[config.mk]
export PLATFORM = sky130hd
export DESIGN_NAME = gru_gate_scheduler
export DESIGN_NICKNAME = d
export VERILOG_FILES = /design/src/rtl/gru_pkg.sv /design/src/rtl/gru_sched_delay.sv /design/src/rtl/gru_gate_scheduler.sv
export SDC_FILE = /design/constraint.sdc
export NUM_CORES = 1
export LEC_CHECK = 0
export ABC_AREA = 1
export BUFFER_PORTS_ARGS = -buffer_cell sky130_fd_sc_hd__buf_2
export CELL_PAD_IN_SITES_DETAIL_PLACEMENT = 1
export CELL_PAD_IN_SITES_GLOBAL_PLACEMENT = 1
export CORE_ASPECT_RATIO = 0.75
export CORE_MARGIN = 2
export CORE_UTILIZATION = 33
export CTS_BUF_LIST = sky130_fd_sc_hd__clkbuf_8
export DETAILED_ROUTE_END_ITERATION = 8
export PLACE_DENSITY = 0.73
export SYNTH_ARGS = -nofsm -noshare
export SYNTH_HDL_FRONTEND = slang
export SYNTH_SLANG_ARGS = --single-unit
[constraint.sdc]
create_clock -name clk -period 1.32 [get_ports clk]
set_input_delay 0.066 -clock clk [delete_from_list [all_inputs] [get_ports clk]]
set_output_delay 0.066 -clock clk [all_outputs]
set_load 0.01 [all_outputs]
[src/rtl/gru_pkg.sv]
// gru_pkg: shared encodings and default sizes for the VAD GRU gate scheduler and datapath.
package gru_pkg;

    localparam int N_IN_DEF    = 24;
    localparam int N_UNITS_DEF = 24;
    localparam int N_GATES_DEF = 3;

    localparam logic [1:0] GATE_Z = 2'd0;
    localparam logic [1:0] GATE_R = 2'd1;
    localparam logic [1:0] GATE_H = 2'd2;

    typedef enum logic [1:0] {
        SRC_BIAS  = 2'd0,
        SRC_IN    = 2'd1,
        SRC_REC   = 2'd2,
        SRC_REC_R = 2'd3
    } mac_src_t;

    typedef enum logic [2:0] {
        ST_IDLE,
        ST_BIAS,
        ST_IN_ACC,
        ST_REC_ACC,
        ST_DRAIN,
        ST_ACT,
        ST_WRITE
    } sched_state_t;

    function automatic int max_int(input int a, input int b);
        return (a > b) ? a : b;
    endfunction

endpackage

[src/rtl/gru_sched_delay.sv]
// gru_sched_delay: LAT-stage shift register that lines MAC control up with ROM read data.
module gru_sched_delay #(
    parameter int LAT = 1,
    parameter int W   = 4
) (
    input  logic         clk,
    input  logic         rst,
    input  logic [W-1:0] d,
    output logic [W-1:0] q
);

    if (LAT == 0) begin : g_bypass
        assign q = d;
    end else begin : g_pipe
        logic [W-1:0] stage [LAT];

        // NOTE: the stages are reset so an aborted pass cannot leave a stray mac_en in flight.
        always_ff @(posedge clk) begin
            if (rst) begin
                for (int k = 0; k < LAT; k++) stage[k] <= '0;
            end else begin
                stage[0] <= d;
                for (int k = 1; k < LAT; k++) stage[k] <= stage[k-1];
            end
        end

        assign q = stage[LAT-1];
    end

endmodule

[src/rtl/gru_gate_scheduler.sv]
// gru_gate_scheduler: walks gates z,r,h and units 0..N_UNITS-1 for the shared-MAC GRU datapath.
// Defining GRU_SCHED_PERF_EN adds a saturating busy-cycle counter on perf_cycles.
module gru_gate_scheduler
    import gru_pkg::*;
#(
    parameter int N_IN     = N_IN_DEF,
    parameter int N_UNITS  = N_UNITS_DEF,
    parameter int N_GATES  = N_GATES_DEF,
    parameter int RD_LAT   = 1,
    parameter int PIPE_LAT = 2
) (
    input  logic                                       clk,
    input  logic                                       rst,
    input  logic                                       start,
    output logic                                       busy,
    output logic                                       done,
    output logic [$clog2(N_GATES*N_UNITS)-1:0]         bias_addr,
    output logic [$clog2(N_IN*N_GATES*N_UNITS)-1:0]    w_in_addr,
    output logic [$clog2(N_UNITS*N_GATES*N_UNITS)-1:0] w_rec_addr,
    output logic [$clog2(max_int(N_IN, N_UNITS))-1:0]  vec_addr,
    output logic                                       mac_clr,
    output logic                                       mac_en,
    output logic [1:0]                                 mac_src,
    output logic [1:0]                                 gate_sel,
    output logic [$clog2(N_UNITS)-1:0]                 unit_idx,
    output logic                                       act_req,
    input  logic                                       act_ack,
    output logic                                       res_we,
    output logic [31:0]                                perf_cycles
);

    localparam int N_TOTAL  = N_GATES * N_UNITS;
    localparam int WIN_W    = $clog2(N_IN * N_TOTAL);
    localparam int WREC_W   = $clog2(N_UNITS * N_TOTAL);
    localparam int VEC_W    = $clog2(max_int(N_IN, N_UNITS));
    localparam int UNIT_W   = $clog2(N_UNITS);

    // ACT opens in the cycle the last recurrent product lands: issue -> RD_LAT -> mac_en -> PIPE_LAT.
    localparam int DRAIN_CYC = RD_LAT + PIPE_LAT - 1;
    localparam int DRAIN_W   = (DRAIN_CYC > 1) ? $clog2(DRAIN_CYC) : 1;

    localparam logic [DRAIN_W-1:0] DRAIN_LAST  = DRAIN_W'((DRAIN_CYC > 0) ? DRAIN_CYC - 1 : 0);
    localparam logic [VEC_W-1:0]   IN_LAST     = VEC_W'(N_IN - 1);
    localparam logic [VEC_W-1:0]   REC_LAST    = VEC_W'(N_UNITS - 1);
    localparam logic [UNIT_W-1:0]  UNIT_LAST   = UNIT_W'(N_UNITS - 1);
    localparam logic [1:0]         GATE_LAST   = 2'(N_GATES - 1);
    localparam logic [WIN_W-1:0]   WIN_STRIDE  = WIN_W'(N_TOTAL);
    localparam logic [WREC_W-1:0]  WREC_STRIDE = WREC_W'(N_TOTAL);

    sched_state_t         state;
    sched_state_t         state_next;
    logic [DRAIN_W-1:0]   drain_cnt;
    logic                 done_q;
    logic                 last_unit;
    logic                 start_ok;
    logic                 issue_clr;
    logic                 issue_en;
    mac_src_t             issue_src;
    logic [3:0]           mac_ctl;

    assign last_unit = (gate_sel == GATE_LAST) && (unit_idx == UNIT_LAST);
    // A start coinciding with the done pulse belongs to the finished pass and is dropped.
    assign start_ok  = (state == ST_IDLE) && start && !done_q;
    assign busy      = (state != ST_IDLE);
    assign done      = done_q;

    // NOTE: sequential state is written with non-blocking assignments only, so every
    // register samples the pre-edge value of its neighbours regardless of block order.
    always_ff @(posedge clk) begin
        if (rst) state <= ST_IDLE;
        else     state <= state_next;
    end

    // NOTE: every output of this block gets a default first, so no path infers a latch.
    always_comb begin
        state_next = state;
        issue_clr  = 1'b0;
        issue_en   = 1'b0;
        issue_src  = SRC_BIAS;
        act_req    = 1'b0;
        res_we     = 1'b0;
        case (state)
            ST_IDLE: begin
                if (start_ok) state_next = ST_BIAS;
            end
            ST_BIAS: begin
                issue_clr  = 1'b1;
                issue_en   = 1'b1;
                state_next = ST_IN_ACC;
            end
            ST_IN_ACC: begin
                issue_en  = 1'b1;
                issue_src = SRC_IN;
                if (vec_addr == IN_LAST) state_next = ST_REC_ACC;
            end
            ST_REC_ACC: begin
                issue_en  = 1'b1;
                // Gate h multiplies by r*h; r is complete because h only starts after all r writes.
                issue_src = (gate_sel == GATE_H) ? SRC_REC_R : SRC_REC;
                if (vec_addr == REC_LAST) state_next = (DRAIN_CYC > 0) ? ST_DRAIN : ST_ACT;
            end
            ST_DRAIN: begin
                if (drain_cnt == DRAIN_LAST) state_next = ST_ACT;
            end
            ST_ACT: begin
                act_req = 1'b1;
                if (act_ack) state_next = ST_WRITE;
            end
            ST_WRITE: begin
                res_we     = 1'b1;
                state_next = last_unit ? ST_IDLE : ST_BIAS;
            end
            default: state_next = ST_IDLE;
        endcase
    end

    // Address generation by stride accumulation; bias_addr doubles as the g*N_UNITS+j base.
    always_ff @(posedge clk) begin
        if (rst) begin
            gate_sel   <= GATE_Z;
            unit_idx   <= '0;
            bias_addr  <= '0;
            w_in_addr  <= '0;
            w_rec_addr <= '0;
            vec_addr   <= '0;
            drain_cnt  <= '0;
            done_q     <= 1'b0;
        end else begin
            done_q <= 1'b0;
            case (state)
                ST_BIAS: begin
                    w_in_addr  <= WIN_W'(bias_addr);
                    w_rec_addr <= WREC_W'(bias_addr);
                    vec_addr   <= '0;
                end
                ST_IN_ACC: begin
                    if (vec_addr == IN_LAST) begin
                        vec_addr <= '0;
                    end else begin
                        vec_addr  <= vec_addr + 1'b1;
                        w_in_addr <= w_in_addr + WIN_STRIDE;
                    end
                end
                ST_REC_ACC: begin
                    drain_cnt <= '0;
                    if (vec_addr == REC_LAST) begin
                        vec_addr <= '0;
                    end else begin
                        vec_addr   <= vec_addr + 1'b1;
                        w_rec_addr <= w_rec_addr + WREC_STRIDE;
                    end
                end
                ST_DRAIN: begin
                    drain_cnt <= drain_cnt + 1'b1;
                end
                ST_WRITE: begin
                    w_in_addr  <= '0;
                    w_rec_addr <= '0;
                    if (unit_idx != UNIT_LAST) begin
                        unit_idx  <= unit_idx + 1'b1;
                        bias_addr <= bias_addr + 1'b1;
                    end else if (gate_sel != GATE_LAST) begin
                        unit_idx  <= '0;
                        gate_sel  <= gate_sel + 2'd1;
                        bias_addr <= bias_addr + 1'b1;
                    end else begin
                        unit_idx  <= '0;
                        gate_sel  <= GATE_Z;
                        bias_addr <= '0;
                        done_q    <= 1'b1;
                    end
                end
                default: ;
            endcase
        end
    end

    gru_sched_delay #(
        .LAT (RD_LAT),
        .W   (4)
    ) u_mac_delay (
        .clk (clk),
        .rst (rst),
        .d   ({issue_clr, issue_en, issue_src}),
        .q   (mac_ctl)
    );

    assign mac_clr = mac_ctl[3];
    assign mac_en  = mac_ctl[2];
    assign mac_src = mac_ctl[1:0];

`ifdef GRU_SCHED_PERF_EN
    logic [31:0] perf_cnt;
    logic [31:0] perf_q;

    always_ff @(posedge clk) begin
        if (rst) begin
            perf_cnt <= '0;
            perf_q   <= '0;
        end else begin
            if (start_ok) begin
                perf_cnt <= '0;
            end else if (busy && (perf_cnt != 32'hFFFF_FFFF)) begin
                perf_cnt <= perf_cnt + 32'd1;
            end
            // Latch including the final WRITE cycle so the value is ready with done.
            if ((state == ST_WRITE) && last_unit) begin
                perf_q <= (perf_cnt == 32'hFFFF_FFFF) ? perf_cnt : perf_cnt + 32'd1;
            end
        end
    end

    assign perf_cycles = perf_q;
`else
    assign perf_cycles = 32'd0;
`endif

endmodule

* Word level (Yosys, flattened, before mapping)
Memories as Yosys holds them, arrays and structs flattened.
Index checks and enable logic that the tools add are counted.
** Storage, ports and cells
- Register bits :: 46
- Bits in writable memories :: 4
- Output and inout port bits :: 81
- Logic and storage cells :: 85
- Memories kept :: 1
** Memory list
- u_mac_delay.g_pipe.stage :: words 1, width 4, rd ports 1, clocked after memory_dff 0, write ports 1, RTL line gru_sched_delay.sv:15 : logic [W-1:0] stage [LAT];
** Operators by class
- Add/subtract/negate cells :: 7
- Equal/unequal tests :: 18
- Multiplexer cells :: 30
- Bitwise logic cells :: 2
- Reduce and logical (&&, ||, !) cells :: 18
** Operators by type and width (number)
- 11-bit case mux with 3 select lines :: 2
- 11-bit by 7-bit adder with 11-bit output (second input constant) :: 2
- 11-bit 2-to-1 mux :: 2
- 3-bit case mux with 7 select lines :: 1
- 2-bit inequality test (second input constant) :: 8
- 3-bit 2-to-1 mux :: 5
- 7-bit 2-to-1 mux :: 2
- 1-bit 2-to-1 mux :: 11
- 5-bit by 1-bit adder with 5-bit output (second input constant) :: 2
- 5-bit equality test (second input constant) :: 2
- 5-bit 2-to-1 mux :: 2
- 5-bit case mux with 2 select lines :: 1
- 3-bit equality test (second input constant) :: 3
- 3-bit nonzero test :: 3
- 7-bit by 1-bit adder with 7-bit output (second input constant) :: 1
- 3-bit by 2-bit equality test with 1-bit output (second input constant) :: 2
- 2-bit AND reduction :: 3
- 3-bit OR reduction :: 2
- 5-bit inequality test (second input constant) :: 1
- 5-bit AND reduction :: 1
- 4-bit 2-to-1 mux :: 1
- 2-bit case mux with 2 select lines :: 1
- 2-bit nonzero test :: 2
- 4-bit OR reduction :: 1
- other kinds (11) :: 14

* Logic depth before layout (Yosys ltp)
- Word-level depth :: 5
- Mapped depth :: 10
- Gate-level depth less buffers :: 9

* Modules after synthesis
From an unflattened synthesis, not the netlist that was laid out.
** Unflattened totals
- Cell total of the unflattened synthesis :: 366
- Area total of the unflattened synthesis :: 2673.8 um2
** By module, submodules not included
- gru_gate_scheduler :: instances 1, cells each 354, area an instance 2563.7 um2, sequential area each 920.9 um2
- gru_sched_delay :: instances 1, cells each 12, area an instance 110.1 um2, sequential area each 80.1 um2

* Worst setup path before layout
No wires, ideal clock.
- Kind :: register to register
- Start point :: register unit_idx[0]
- End point :: register bias_addr[5]
- Library setup time :: 0.137 ns
- Arrival :: 1.328 ns
- Required time :: 1.183 ns
- Path slack :: -0.146 ns
- Cell stages (with the launch flop) :: 7
- Buffers on the path :: 0
- Period minus slack after synthesis :: 1.466 ns
- Path through :: dfxtp_1 -> ha_1 -> nand2_1 -> nor2_1 -> nand2_1 -> o21ai_0 -> nor3_1
** On the way
- Word-level cells in the longest chain between the ends :: 2
** RTL lines
- from (decl) :: RTL line gru_gate_scheduler.sv:25 : output logic [$clog2(N_UNITS)-1:0] unit_idx,
- from (signal assigned) :: RTL line gru_gate_scheduler.sv:160 : unit_idx <= unit_idx + 1'b1;
- 5-bit inequality test :: RTL line gru_gate_scheduler.sv:159 : if (unit_idx != UNIT_LAST) begin
- 7-bit 2-to-1 mux :: RTL line gru_gate_scheduler.sv:159
- to (signal assigned) :: RTL line gru_gate_scheduler.sv:161 : bias_addr <= bias_addr + 1'b1;
- to (signal assigned) :: RTL line gru_gate_scheduler.sv:165 : bias_addr <= bias_addr + 1'b1;
- to (decl) :: RTL line gru_gate_scheduler.sv:17 : output logic [$clog2(N_GATES*N_UNITS)-1:0] bias_addr,
Every way passes these cells.
A chain may end at the register's enable or synchronous reset.

* Worst setup path after layout
- Start point :: register state[0]
- End point :: register state[1]
** On the way
- Word-level cells in the longest chain between the ends :: 5
- Elaborated cells on any way between the ends :: 16
** RTL lines
- from (decl) :: RTL line gru_gate_scheduler.sv:50 : sched_state_t state;
- from (signal assigned) :: RTL line gru_gate_scheduler.sv:71 : else state <= state_next;
- 3-bit zero test :: RTL line gru_gate_scheduler.sv:63, gru_gate_scheduler.sv:82
- 1-bit logical AND (2 in series) :: RTL line gru_gate_scheduler.sv:63 : assign start_ok = (state == ST_IDLE) && start && !done_q;
- 2-bit inequality test (no source line)
- 5-bit AND reduction (no source line)
Several ways; a longest one is shown, not always the timed one.

==> impl_metrics.toml <==
[critical_path]
cp.depth = 9
crit_chain = "inv_6 -> buf_4 -> nand2_4 -> nor2_4 -> buf_4 -> inv_1 -> nand2_1 -> o211ai_1 -> inv_1"
cp_max_fo = 4
crit_arrival_ns = 1.61
ff2ff_path_depth = 9
critPathKind = "reg2reg"
slowest_stage = "dfxtp_4"
worst_path_largest_cell_delay_ns = 0.39
worst_setup_path_end_kind = "flip-flop"
cp_top_family = "buffers and inverters"
required_ns = 1.52
path_buf_inv = 5
start_kind = "flip-flop"

[floorplanning]
dieArea_um2 = 8820
initial_utilization = 0.340
die_w_um = 108
coreArea_um2 = 7850
num_io_pins = 85
num_rows = 28
die_h_um = 81.8

[drt]
ant_nets = 0
totalWireLength_mm = 7.94
initialDrtViolationCount = 110
dr.pass1.iters = 4
via_count = 2656
drc = 0
avgRoutedWirePerCell_um = 13.8
vias_per_cell = 4.60

[cells_and_area]
diodes = 0
design_area_um2 = 3750
layout-drive-gt1-share = 0.386
fin_util = 0.478
n_fill_cell = 1014
areaGrowthSynthToFinish_pct = 40.8
finalNetCount = 480

[placed_design]
detailed_place_hpwl_mm = 5.69
placedInstanceArea_um2 = 3210
gp_congestion = 0.853
portBuffers = 52

[cts]
clkSinkCount = 50
cts_tree = "done"
clk_path_buf_depth = 2
clockRootBuffer = "clkbuf_8"
cts_hold_buf = 0
insertion_delay_ns = 0.30
htreeDepth = 2
cts_made_buffers = 5
clk_pin_slew_ns = 0.10

[power_and_ir_drop]
switchingPower_mw = 2.47
p_per_area_nw_per_um2 = 1700
sequentialPowerShare = 0.299
sw_frac_of_total = 0.387
p_leak_nw = 1.82
pwr-share-comb = 0.493
power_frac_clock = 0.208
p_int_mw = 3.92
vdd_ir_drop_max_mv = 0.683

[global_route]
grt_overflow = 0
grt_pass1_vias = 2560
grt_max_degree = 16
antenna_found_initial = 0
grt_use_total = 0.169
grt_pass1_wl_mm = 12.1

[sta]
fin_skew_ns = 0.00892
layout_min_cycle_time_ns = 1.41
rsz0062_at_grt = "yes"
timing.fmax_mhz = 710
layout_setup_ws_ns = -0.0881
final-hold-violation-count = 0
finalSetupViolCount = 10
timing.final.crit_share = 1.07
maxSlewViolCount = 0

[synth]
ys_ff_latch = 50
synth_edf_count = 0
async_flop_share = 0
synth-seq-area-share = 0.375
ys_warn_count = 0
synth_cell_type_count = 38
synth-main-ff-cell = "dfxtp_1"
syn_inst = 362
syn_area_um2 = 2670
avgSynthCellArea_um2 = 7.37

[worst_hold_path]
hold_class = "in2reg"
holdPathStages = 2

[run_status]
outcome = "complete, but fails checks"
failed_checks = "setup timing"

[job]
drv_cap = 0
==> cell usage after synthesis, drive strengths merged (3+ instances only) <==
cell    count  area [µm²]
inv        36         148
buf        38         295
nand2      80         330
a21boi      3        26.3
xor2        4        35.0
a21oi      28         140
nand3      33         200
nor2       37         146
clkbuf      3        11.3
ha          5        62.6
dfxtp      50        1000
o21ai      15        75.1
nor3       10        50.1
nand4       3        18.8
==> routing by layer <==
layer / vias to the layer above / global-route usage / wire [µm]
met5: - / 0 / 0
li1: 1329 / - / -
met1: 1278 / 0.231 / 3750
met4: 0 / 0.0346 / 27
met3: 5 / 0.0302 / 286
met2: 44 / 0.281 / 3880
==> flip-flops by register name (all words and copies together), names as in the netlist <==
name	flops
bias_addr	7
done	1
drain_cnt	1
gate_sel	2
state	3
u_mac_delay.g_pipe.stage	4
unit_idx	5
vec_addr	5
w_in_addr	11
w_rec_addr	11
==> repair_timing <==
item | in CTS | in global routing
gates resized for setup | 38 | 40
cloned | 0 | 1
setup buffers | 12 | 4
pin swaps | 8 | 14
hold endpoints to repair | 0 | 0
endpoints found under the setup margin | 45 | 33
==> logic make-up (layout without fill, tap and decap cells) <==
| family | after synthesis | in the layout | synth area share |
|---|---|---|---|
| buffers and inverters | 77 | 155 | 0.170 |
| adder cells (fa/ha/maj) | 5 | 5 | 0.0235 |
| XOR/XNOR | 4 | 4 | 0.0131 |
| flip-flops | 50 | 50 | 0.375 |
| AO/OA/AOI/OAI | 56 | 56 | 0.121 |
| AND/OR/NAND/NOR | 169 | 170 | 0.295 |
| other | 1 | 32 | 0.00141 |
==> cells in the final DEF, fill, tap and decap left out, drive strengths merged <==
master  count
buf       111
nand2      81
dfxtp      50
nor2       37
inv        36
nand3      33
conb       32
a21oi      28
o21ai      15
nor3       10
clkbuf      6
ha          5
xor2        4
nand4       3
a21boi      3
or2         2
nand3b      2
o211a       2
o211ai      2
bufinv      2
a31oi       2
a211oi      2
o22ai       1
nor2b       1
a22oi       1
nor3b       1
==> area by class of cell <==
cell class / count / area (µm²) / share of cell area
Multi-Input combinational cell: 267 / 1530 / 0.407
Sequential cell: 50 / 1020 / 0.272
Timing Repair Buffer: 111 / 772 / 0.206
Inverter: 36 / 160 / 0.0427
Tap cell: 105 / 131 / 0.0350
Clock buffer: 6 / 82.6 / 0.0220
Clock inverter: 2 / 60.1 / 0.0160
==> power groups by stage <==
stage | sequential, mW | clock, mW | combinational (mW)
global placement | 1.90 | 0 | 2.23
CTS | 1.91 | 1.36 | 2.69
detailed placement | 1.92 | 0 | 2.30
global route | 1.94 | 1.44 | 3.42
finish | 1.91 | 1.33 | 3.15
floorplan | 1.94 | 0 | 1.47
==> per-stage QoR <==
stage	setup TNS [ns]	hold WS (ns)	total power [mW]	cells	setup WS, ns
finish	-0.418	0.0233	6.39	577	-0.0881
floorplan	0	0.304	3.40	393	0.0132
global route	-2.05	0.0195	6.79	577	-0.167
CTS	-0.268	0.0198	5.96	572	-0.0580
global placement	-2.22	0.321	4.14	554	-0.208
detailed placement	-4.73	0.324	4.22	554	-0.324
==> worst paths after layout <==
kind                   to  slack (ns)    startpoint
max              state[1]       -0.09      state[0]
min          bias_addr[1]        0.02           rst
max reg2reg      state[1]       -0.09      state[0]
min reg2reg  w_in_addr[1]        0.45  w_in_addr[1]
Note: power is estimated with default switching activity, not from simulation.
